===== config.mk =====
export PLATFORM = sky130hd
export DESIGN_NAME = tea_stream_arbiter
export DESIGN_NICKNAME = d
export VERILOG_FILES = /design/src/rtl/tea_stream_pkg.sv /design/src/rtl/tea_stream_outreg.sv /design/src/rtl/tea_stream_arbiter.sv
export SDC_FILE = /design/constraint.sdc
export NUM_CORES = 1
export LEC_CHECK = 0
export ABC_AREA = 1
export ABC_CLOCK_PERIOD_IN_PS = 1300
export CAP_MARGIN = 10
export CORE_AREA = 4 4 169 171
export CTS_CLUSTER_SIZE = 14
export DETAILED_ROUTE_END_ITERATION = 10
export DIE_AREA = 0 0 173 175
export PLACE_DENSITY = 0.73
export SYNTH_ARGS = -nofsm -noshare
export SYNTH_HDL_FRONTEND = slang
export SYNTH_SLANG_ARGS = --single-unit

===== constraint.sdc =====
create_clock -name clk -period 1.3 [get_ports clk]
set_input_delay 0.195 -clock clk [delete_from_list [all_inputs] [get_ports clk]]
set_output_delay 0.195 -clock clk [all_outputs]
set_load 0.1 [all_outputs]

===== src/rtl/tea_stream_pkg.sv =====
// Shared definitions for the TEA stream arbiter: channel ids, FSM states, data width.
package tea_stream_pkg;

  localparam int DW = 64;

  localparam logic CH_ENC = 1'b0;
  localparam logic CH_DEC = 1'b1;

  typedef enum logic [1:0] {
    ST_IDLE  = 2'd0,
    ST_START = 2'd1,
    ST_WAIT  = 2'd2
  } state_t;

endpackage


===== src/rtl/tea_stream_outreg.sv =====
// One-entry AXI-Stream output register with a wrapping count of delivered beats.
module tea_stream_outreg #(
  parameter int DW    = 64,
  parameter int CNT_W = 16
) (
  input  logic             clk,
  input  logic             resetn,
  input  logic             i_load,
  input  logic [DW-1:0]    i_data,
  input  logic             i_last,
  input  logic             i_tready,
  output logic [DW-1:0]    o_tdata,
  output logic             o_tvalid,
  output logic             o_tlast,
  output logic [CNT_W-1:0] o_cnt
);

  logic [DW-1:0]    r_data;
  logic             r_valid;
  logic             r_last;
  logic [CNT_W-1:0] r_cnt;
  logic             w_drain;

  assign w_drain  = r_valid & i_tready;
  assign o_tdata  = r_data;
  assign o_tvalid = r_valid;
  assign o_tlast  = r_last;
  assign o_cnt    = r_cnt;

  // Hold a result until the consumer takes it; a load never coincides with a drain.
  always_ff @(posedge clk) begin
    if (!resetn) begin
      r_data  <= '0;
      r_valid <= 1'b0;
      r_last  <= 1'b0;
      r_cnt   <= '0;
    end else begin
      if (w_drain) begin
        r_valid <= 1'b0;
        r_cnt   <= r_cnt + 1'b1;
      end
      if (i_load) begin
        r_data  <= i_data;
        r_last  <= i_last;
        r_valid <= 1'b1;
      end
    end
  end

endmodule


===== src/rtl/tea_stream_arbiter.sv =====
// Shares one iterative TEA core between an encrypt stream (ch0) and a decrypt stream (ch1).
module tea_stream_arbiter #(
  parameter int DW         = 64,
  parameter int LOCK_FRAME = 1,
  parameter int CNT_W      = 16
) (
  input  logic             clk,
  input  logic             resetn,
  input  logic [DW-1:0]    s0_tdata,
  input  logic             s0_tvalid,
  input  logic             s0_tlast,
  output logic             s0_tready,
  input  logic [DW-1:0]    s1_tdata,
  input  logic             s1_tvalid,
  input  logic             s1_tlast,
  output logic             s1_tready,
  output logic [DW-1:0]    m0_tdata,
  output logic             m0_tvalid,
  output logic             m0_tlast,
  input  logic             m0_tready,
  output logic [DW-1:0]    m1_tdata,
  output logic             m1_tvalid,
  output logic             m1_tlast,
  input  logic             m1_tready,
  output logic             core_start,
  output logic             core_mode,
  output logic [DW-1:0]    core_din,
  input  logic             core_done,
  input  logic [DW-1:0]    core_dout,
  output logic             busy,
  output logic [CNT_W-1:0] cnt0,
  output logic [CNT_W-1:0] cnt1
);

  import tea_stream_pkg::*;

  localparam logic LOCK_EN = (LOCK_FRAME != 0);

  state_t        r_state;
  state_t        w_next;
  logic          r_rr;
  logic          r_lock;
  logic          r_lockCh;
  logic          r_ch;
  logic          r_last;
  logic [DW-1:0] r_din;

  logic          w_elig0;
  logic          w_elig1;
  logic          w_grant;
  logic          w_gntCh;
  logic          w_done;

  assign w_elig0   = s0_tvalid & ~m0_tvalid;
  assign w_elig1   = s1_tvalid & ~m1_tvalid;
  assign w_done    = (r_state == ST_WAIT) & core_done;
  assign s0_tready = w_grant & (w_gntCh == CH_ENC);
  assign s1_tready = w_grant & (w_gntCh == CH_DEC);
  assign core_din  = r_din;
  assign core_mode = r_ch;
  assign busy      = (r_state != ST_IDLE);

  // Arbitration and sequencing; grants are suppressed while reset is held so no beat is lost.
  always_comb begin
    w_next     = r_state;
    w_grant    = 1'b0;
    w_gntCh    = CH_ENC;
    core_start = 1'b0;
    case (r_state)
      ST_IDLE: begin
        if (r_lock) begin
          w_gntCh = r_lockCh;
          w_grant = r_lockCh ? w_elig1 : w_elig0;
        end else if (w_elig0 & w_elig1) begin
          w_gntCh = r_rr;
          w_grant = 1'b1;
        end else if (w_elig0) begin
          w_gntCh = CH_ENC;
          w_grant = 1'b1;
        end else if (w_elig1) begin
          w_gntCh = CH_DEC;
          w_grant = 1'b1;
        end
        w_grant = w_grant & resetn;
        if (w_grant) w_next = ST_START;
      end
      ST_START: begin
        core_start = 1'b1;
        w_next     = ST_WAIT;
      end
      ST_WAIT: begin
        if (core_done) w_next = ST_IDLE;
      end
      default: w_next = ST_IDLE;
    endcase
  end

  // State, captured operand, and round-robin/frame-lock bookkeeping.
  always_ff @(posedge clk) begin
    if (!resetn) begin
      r_state  <= ST_IDLE;
      r_rr     <= 1'b0;
      r_lock   <= 1'b0;
      r_lockCh <= 1'b0;
      r_ch     <= 1'b0;
      r_last   <= 1'b0;
      r_din    <= '0;
    end else begin
      r_state <= w_next;
      if (w_grant) begin
        r_ch   <= w_gntCh;
        r_din  <= w_gntCh ? s1_tdata : s0_tdata;
        r_last <= w_gntCh ? s1_tlast : s0_tlast;
      end
      if (w_done) begin
        r_rr     <= ~r_ch;
        r_lock   <= LOCK_EN & ~r_last;
        r_lockCh <= r_ch;
      end
    end
  end

  tea_stream_outreg #(.DW(DW), .CNT_W(CNT_W)) u_out0 (
    .clk      (clk),
    .resetn   (resetn),
    .i_load   (w_done & (r_ch == CH_ENC)),
    .i_data   (core_dout),
    .i_last   (r_last),
    .i_tready (m0_tready),
    .o_tdata  (m0_tdata),
    .o_tvalid (m0_tvalid),
    .o_tlast  (m0_tlast),
    .o_cnt    (cnt0)
  );

  tea_stream_outreg #(.DW(DW), .CNT_W(CNT_W)) u_out1 (
    .clk      (clk),
    .resetn   (resetn),
    .i_load   (w_done & (r_ch == CH_DEC)),
    .i_data   (core_dout),
    .i_last   (r_last),
    .i_tready (m1_tready),
    .o_tdata  (m1_tdata),
    .o_tvalid (m1_tvalid),
    .o_tlast  (m1_tlast),
    .o_cnt    (cnt1)
  );

endmodule


==> summary.txt <==
Startpoint Class -> register
max-slew violations -> 0
Pre-Repair DR Iteration Count -> 6
Die Ht -> 175 µm
Synth area leader -> dfxtp_1
Final Wtd Congestion -> 0.829
P per Cell Area -> 1040 nW/µm²
chip width -> 173 µm
Post-Route WL -> 53000 µm
RSZ-0062 raised after global routing -> true
sequential share of power -> 34.5%
commonest non-fill, non-tap cell in the layout -> buf_12
Synth Cell Area -> 9570 µm²
syn_nets -> 1544
num rows -> 60
fin nets -> 2072
synth warn -> 0
first-pass GRT wire length -> 61500 µm
TritonCTS Buffers -> 27
wire per inst -> 23.7 µm
clk slew on worst S/H paths -> 60 ps
leakage -> 9.13 nW
dpl hpwl -> 28800 µm
clk buf depth -> 3
Residual DRC -> 0
post-synth top area share -> 49.2%
crit end category -> register
Vias -> 12200
Critical Path RT -> 1780 ps
H-tree Lvls -> 1
die area -> 30300 µm²
post-synthesis sequential area ratio -> 49.2%
# IOs -> 434
crit path time final -> 2070 ps
r2r startpoint -> r_state[0]
number of global-route vias before repair -> 11300
global-route usage over all layers -> 24.9%
final setup fails -> 419
Clk pwr share -> 32.8%
post-route ant nets -> 0
Pint -> 0.0147 W
core area -> 26900 µm²
Cells after Synth -> 1341
clk sinks -> 235
HP Class -> input port to register
Critical Path End -> core_din[56]
Rel. slew slack -> 37.6%
Slew @ Worst Pin -> 936 ps
CP max-delay cell -> dfxtp_4
Final Hold Viols -> 0
most frequent cells in the layout -> buf_12, nor2_1, clkdlybuf4s50_1
initial antenna violation count -> 4
switching share of power -> 35.6%
Port Buffer Count -> 433
Initial Util -> 35.6%
Hold Slack -> 198 ps
CTS tree -> built
cell family with most CP delay -> buffers and inverters
CP startpoint -> r_state[0]
max cap viols -> 0
dpl cell area -> 17300 µm²
CP peak stage delay -> 360 ps
Switch Pwr -> 0.00811 W
hold_buf cts -> 0
RR Endpoint -> core_din[56]
VDD IR max -> 1.13 mV
finished layout cell area -> 21800 µm²
Setup WS post-layout -> -766 ps
critical path class -> register to register
r2r setup slk -> -770 ps
Area Overhead vs Synth -> 128%
outcome -> finished with violations
fmax -> 0.484 GHz
CP max FO -> 7
clk_lat worst skew -> 540 ps
violated checks -> setup timing
fin crit share -> 159%
Arr. time, crit path -> 2550 ps
layout cells sized above 1 -> 47.0%
crit path buf inv count -> 8
largest net degree at the start of global routing -> 123
Setup Skew -> 15.3 ps
ranking of synthesized cells by area -> dfxtp_1, nor2_1, nand3_1
via/cell ratio -> 5.46
grt ovf -> 0
CP Depth -> 14
CTS root buf -> clkbuf_16
FF-to-FF path depth -> 14
synthesized flop and latch total -> 235
worst-path cell chain -> nor2_4, nand2_1, a21oi_4, buf_12, buf_4, buf_6, buf_16, buf_6, buf_8, clkbuf_16, nand3_2, nand3_2, nand2_1, inv_1
syn_area_per_cell -> 7.13 µm²
DR iter-0 viols -> 938
share of total power in combinational logic -> 32.7%
Yosys cell types -> 27
[power groups by stage]
stage / logic, W / registers [W] / clock network (W)
after floorplan: 0.00132 / 0.00990 / 0
after global placement: 0.00577 / 0.00795 / 0
after detailed placement: 0.00583 / 0.00796 / 0
after CTS: 0.00596 / 0.00781 / 0.00748
after global routing: 0.00766 / 0.00788 / 0.00783
final: 0.00744 / 0.00786 / 0.00747
[cell type report]
| class | count | area, µm² |
|---|---|---|
| Timing Repair Buffer | 585 | 8900 |
| Clock inverter | 16 | 104 |
| Antenna cell | 4 | 10.0 |
| Fill cell | 1280 | 5090 |
| Inverter | 122 | 492 |
| Timing Repair inverter | 1 | 11.3 |
| Sequential cell | 235 | 4820 |
| Multi-Input combinational cell | 897 | 6270 |
| Tap cell | 341 | 427 |
| Clock buffer | 34 | 762 |
[cell families after synthesis]
logic type	Yosys count	share of synthesized area (%)
AO/OA/AOI/OAI	179	9.68
flip-flops	235	49.2
AND/OR/NAND/NOR	715	31.3
adder cells (fa/ha/maj)	2	0.262
XOR/XNOR	1	0.0916
buffers and inverters	209	9.50
[how the worst min path moves through the flow]
stage,startpoint,endpoint,slack (ps),cells past startpoint
5_1_grt,resetn,core_mode,200,6
3_5_place_dp,u_out1.o_cnt[8],u_out1.o_cnt[8],490,2
3_3_place_gp,u_out1.o_cnt[8],u_out1.o_cnt[8],480,2
6_report,resetn,core_mode,200,6
4_1_cts,resetn,core_mode,170,6
2_1_floorplan,core_dout[15],u_out1.o_tdata[15],330,2
[repair_timing]
action,in CTS,in global routing
gates cloned,2,31
gates resized for setup,32,660
buffers inserted,3,43
setup endpoints to repair,433,449
pin swaps,7,216
endpoints found under the hold margin,0,0
[routing by layer]
metal / part of all wire (%) / vias to the layer above / GRT usage, %
met3: 10 / 208 / 10.3
met1: 32 / 5873 / 25.2
met2: 52 / 732 / 47.0
met5: 0 / - / 0
li1: - / 5383 / -
met4: 5.9 / 0 / 6.92
[worst reg2reg max path, delay by kind of cell, from the launching register on]
kind            cells  cell delay (ps)
buf+inv             8              970
simple gates        5              540
flops               1              360
compound gates      1              150
[Yosys cell counts]
cell type,n
dfxtp_1,235
clkbuf_1,47
ha_1,2
a21oi_2,1
o31ai_1,1
and3_1,2
buf_1,3
o21ai_1,10
nand2_1,189
nand4_1,1
inv_1,120
nor3b_1,2
buf_4,6
nor2_1,291
inv_2,2
a21oi_4,1
buf_2,21
a211oi_1,3
nor2_2,2
xor2_1,1
o21ai_0,139
nand3_2,1
nor3_1,16
o21a_1,2
buf_6,10
nand3_1,211
a21oi_1,22
[state kept, by name, summed over array words and instances, names as in the netlist, 2 cells and up]
register / count
core_din: 64
u_out0.o_tdata: 64
u_out1.o_tdata: 64
u_out0.o_cnt: 16
u_out1.o_cnt: 16
r_state: 2
[stage by stage]
step / setup TNS [ps] / power [W] / instances / worst slack [ps] / utilization [%]
5_1_grt: -92580 / 0.0234 / 2235 / -801 / 81.1
3_5_place_dp: -89880 / 0.0138 / 2102 / -651 / 64.4
4_1_cts: -42990 / 0.0213 / 2157 / -645 / 68.3
6_report: -70860 / 0.0228 / 2235 / -766 / 81.1
2_1_floorplan: -15620 / 0.0112 / 1341 / -456 / -
3_3_place_gp: -87630 / 0.0137 / 2102 / -600 / 64.4
(Power assumes the default switching activity.)
